<file path="config.mk">
export PLATFORM = sky130hd
export DESIGN_NAME = mbist_march_sequencer
export DESIGN_NICKNAME = d
export VERILOG_FILES = /design/src/rtl/mbist_march_sequencer.sv
export SDC_FILE = /design/constraint.sdc
export NUM_CORES = 1
export LEC_CHECK = 0
export ABC_CLOCK_PERIOD_IN_PS = 3000
export BUFFER_PORTS_ARGS = -buffer_cell sky130_fd_sc_hd__buf_2
export CELL_PAD_IN_SITES_DETAIL_PLACEMENT = 1
export CELL_PAD_IN_SITES_GLOBAL_PLACEMENT = 2
export CORE_MARGIN = 4
export CORE_UTILIZATION = 30
export DETAILED_ROUTE_END_ITERATION = 8
export HOLD_SLACK_MARGIN = 0.08
export PLACE_DENSITY_LB_ADDON = 0.1
export SYNTH_ARGS = -nofsm -noshare
export SYNTH_HDL_FRONTEND = slang
export SYNTH_SLANG_ARGS = --single-unit
</file>
<file path="constraint.sdc">
create_clock -name clk -period 3 [get_ports clk]
set_input_delay 0.45 -clock clk [delete_from_list [all_inputs] [get_ports clk]]
set_output_delay 0.45 -clock clk [all_outputs]
set_load 0.005 [all_outputs]
</file>
<file path="src/rtl/mbist_march_sequencer.sv">
// mbist_march_sequencer: March C- engine driving a single-port SRAM and checking read data.
module mbist_march_sequencer #(
  parameter int ADDR_W = 4,
  parameter int DATA_W = 8
) (
  input  logic              clk,
  input  logic              rst,
  input  logic              start,
  output logic [ADDR_W-1:0] mem_addr,
  output logic [DATA_W-1:0] mem_wdata,
  output logic              mem_we,
  output logic              mem_re,
  input  logic [DATA_W-1:0] mem_rdata,
  output logic              busy,
  output logic              done,
  output logic              fail,
  output logic [ADDR_W-1:0] fail_addr
);
  typedef enum logic [1:0] {IDLE, RUN, DRAIN, DONE} state_t;
  state_t state, state_nxt;
  logic [2:0] elem;
  logic [ADDR_W-1:0] addr, pend_addr;
  logic op, pend_v, pend_exp, run, two, down, last_op, last_addr, go;
  // Odd elements (M1, M3) write 1s and read 0s; even ones the opposite.
  always_comb begin
    run = state == RUN;
    two = elem inside {3'd1, 3'd2, 3'd3, 3'd4};
    down = elem inside {3'd3, 3'd4};
    last_op = !two || op;
    last_addr = down ? addr == '0 : addr == '1;
    go = start && (state == IDLE || state == DONE);
    mem_re = run && elem != 3'd0 && !op;
    mem_we = run && !mem_re;
    mem_addr = run ? addr : '0;
    mem_wdata = mem_we ? {DATA_W{elem[0]}} : '0;
    busy = run || state == DRAIN;
    done = state == DONE;
    state_nxt = go ? RUN : state == DRAIN ? DONE :
                (run && last_op && last_addr && elem == 3'd5) ? DRAIN : state;
  end
  always_ff @(posedge clk) begin
    if (rst) begin
      state <= IDLE;
      elem <= '0;
      addr <= '0;
      op <= 1'b0;
      pend_v <= 1'b0;
      pend_exp <= 1'b0;
      pend_addr <= '0;
      fail <= 1'b0;
      fail_addr <= '0;
    end else begin
      state <= state_nxt;
      pend_v <= mem_re;
      pend_exp <= ~elem[0];
      pend_addr <= addr;
      if (go) begin
        elem <= '0;
        addr <= '0;
        op <= 1'b0;
        fail <= 1'b0;
        fail_addr <= '0;
      end else begin
        if (run) begin
          if (!last_op) op <= 1'b1;
          else begin
            op <= 1'b0;
            if (!last_addr) addr <= down ? addr - 1'b1 : addr + 1'b1;
            else if (elem != 3'd5) begin
              elem <= elem + 3'd1;
              addr <= elem inside {3'd2, 3'd3} ? '1 : '0;
            end
          end
        end
        // fail_addr latches only the first mismatch of a run
        if (pend_v && mem_rdata != {DATA_W{pend_exp}}) begin
          fail <= 1'b1;
          if (!fail) fail_addr <= pend_addr;
        end
      end
    end
  end
endmodule

</file>
==> results.ini <==
[synth]
synth_seq_cells = 21
synth_cell_types = 35
synth_warnings = 0
synthFlopType = dfxtp_1
ys_async_sr_fraction_pct = 0
synth_nets = 160
synth-edff-count = 0
yosysSeqAreaShare_pct = 33.9
syn_area_sq_um = 1240
syn_inst = 138
synth_area_per_cell_sq_um = 8.99

[run_status]
outcome = finished, final reports clean

[drt]
drtIter0Drc = 37
first_pass_iters = 4
wl_per_cell_um = 13.3
drc = 0
totalWireLength_mm = 2.83
post_drt_via_cell_ratio = 4.68
vias = 996
antenna_left = 0

[clocking]
cts_made_buffers = 3
clk_pin_slew_ps = 80
post-cts-setup-buffer-count = 0
clk_latency_ps = 260
cts-htree-levels = 1
cts_resized = 0
clock-sinks = 21
cts_hold_buf = 0
cts_root_buf = clkbuf_8
clockBufferDepth = 2
tritoncts = yes

[global_route]
grt_overflow_total = 0
grt_max_degree = 15
grt_usage_pct = 11.7
antenna_found_initial = 0
grt_pass1_vias = 1027
grt_pass1_wl_mm = 4.94

[placed_design]
place_area_sq_um = 1390
numPlacedInstances = 209
hpwl_mm = 2.26
gp_congestion = 0.762
port_buffers = 31

[worst_setup_path]
max_stage_delay_ps = 440
critical_path_buf_inv_count = 2
required_ps = 3160
crit_family = compound AO/OA/AOI/OAI gates
crit_slowest_cell = dfxtp_1
cp_max_fo = 6
end_kind = flop
worstSetupStartpointType = flop
critical_path_arrival_ps = 2720
path_cells = inv_1, ha_1, mux2i_4, inv_1, ha_1, a21o_1, a21oi_1, mux2i_1, o21ai_0, o21ba_2
path_class = flop to flop

[sta]
tns_ps = 0
relSlewSlack_pct = 28.6
rsz0062_at_grt = false
finalCritPeriodShare_pct = 85.2
finalMaxSlewViolations = 0
max_clock_freq_mhz = 391
finClkSkew_ps = 6.86
worst_pin_slew_ps = 1060
finalHoldViolCount = 0
setup_viol = 0
min_period_ps = 2560

[floorplanning]
rows = 23
start_util_pct = 31.0
core_area_sq_um = 4000
die_height_um = 72.3
die_width_um = 72.3
ios = 32
die_area_sq_um = 5230

[finish]
syn2layout_area_growth_pct = 15.7
final_nets = 186
fin_area_sq_um = 1440
layout.cells.non_filler = 213
utilization_pct = 35.9
diodes = 0
drive_above_1_share_pct = 24.5
fill_cells = 493

[power]
ir_worst_vdd_mv = 0.134
p_leak_nw = 0.666
p_per_area_nw_per_um2 = 369

[worst_hold_path]
hold_class = input port to flop

[run]
maxCapViolations = 0

-- layer usage --
metal  GRT usage (%)  share of wire [%]
met3            2.35                4.0
met1            15.6                 47
met5               0                  0
met4            2.51               0.78
met2            19.6                 49
-- kinds of logic after synthesis --
logic type / share of synthesized area, %
AND/OR/NAND/NOR: 20.1
flip-flops: 33.9
XOR/XNOR: 1.41
multiplexers: 11.9
buffers and inverters: 9.07
AO/OA/AOI/OAI: 12.0
adder cells (fa/ha/maj): 11.7
-- power by group --
group / switching (W) / leakage [nW] / internal, W / total [W]
registers: 0.00000541 / 0.170 / 0.000283 / 0.000289
logic: 0.0000289 / 0.474 / 0.0000217 / 0.0000506
clock network: 0.0000966 / 0.0217 / 0.0000936 / 0.000190
-- flip-flops by register name (all words and copies together) (netlist names) --
name / cells
addr: 4
fail_addr: 4
pend_addr: 4
elem: 3
state: 2
fail: 1
op: 1
pend_exp: 1
pend_v: 1
-- cell usage after synthesis (2+ instances only) --
| cell type | n | area, sq um |
|---|---|---|
| nand3_1 | 3 | 15.0 |
| nand4_1 | 2 | 12.5 |
| dfxtp_1 | 21 | 420 |
| buf_4 | 7 | 52.6 |
| mux2i_1 | 11 | 110 |
| clkbuf_1 | 2 | 7.51 |
| inv_1 | 11 | 41.3 |
| a21o_1 | 2 | 15.0 |
| nor2b_1 | 6 | 37.5 |
| xnor2_1 | 2 | 17.5 |
| nor3_1 | 5 | 25.0 |
| o31ai_1 | 2 | 15.0 |
| o21ai_0 | 3 | 15.0 |
| a21oi_1 | 6 | 30.0 |
| nor2_1 | 19 | 71.3 |
| and2_1 | 3 | 18.8 |
| ha_1 | 10 | 125 |
| nand2_1 | 4 | 15.0 |
| nor4_1 | 3 | 18.8 |
-- path summary, 6_finish.rpt --
kind / slack [ps] / endpoint / cells past startpoint / from
worst max-delay path: 440 / addr[3]$_SDFFE_PP0P_ / 10 / elem[0]$_SDFFE_PP0P_
worst min-delay path: 460 / pend_addr[0]$_SDFF_PP0_ / 2 / rst
worst max register to register: 440 / addr[3]$_SDFFE_PP0P_ / 10 / elem[0]$_SDFFE_PP0P_
worst min register to register: 470 / fail$_SDFFE_PP0P_ / 2 / fail$_SDFFE_PP0P_
-- final cells by class --
cell class	instances	area (sq um)	area share (%)
Timing Repair Buffer	31	155	10.8
Clock buffer	3	41.3	2.87
Sequential cell	21	420	29.3
Tap cell	50	62.6	4.36
Multi-Input combinational cell	96	708	49.3
Clock inverter	1	7.51	0.523
Inverter	11	41.3	2.87
-- worst register-to-register path: cells and delay by family (launching register included) --
family | cells | cell delay (ps)
AO/OA/AOI/OAI | 4 | 740
adder cells (fa/ha/maj) | 2 | 550
buffers and inverters | 2 | 260
flip-flops | 1 | 440
multiplexers | 2 | 470
-- per-stage QoR --
stage                     setup slack, ps  hold WS, ps  total power [W]
final                                 443          459         0.000530
after global routing                  236          462         0.000564
after floorplan                       695          440         0.000325
after global placement                578          446         0.000346
after CTS                             436          454         0.000543
after detailed placement              435          457         0.000347
-- placed cells by master, fill, tap and decap left out, types with 3 or more instances in the layout --
master and count:
mux2i_1 11, inv_1 11, nor2_1 19, a21oi_1 6, and2_1 3, o21ai_0 3
nor3_1 5, nor4_1 3, clkbuf_8 3, nand3_1 3, dfxtp_1 21, nor2b_1 6
nand2_1 4, buf_2 31, ha_1 10
Power figures use the tool's default switching activity.
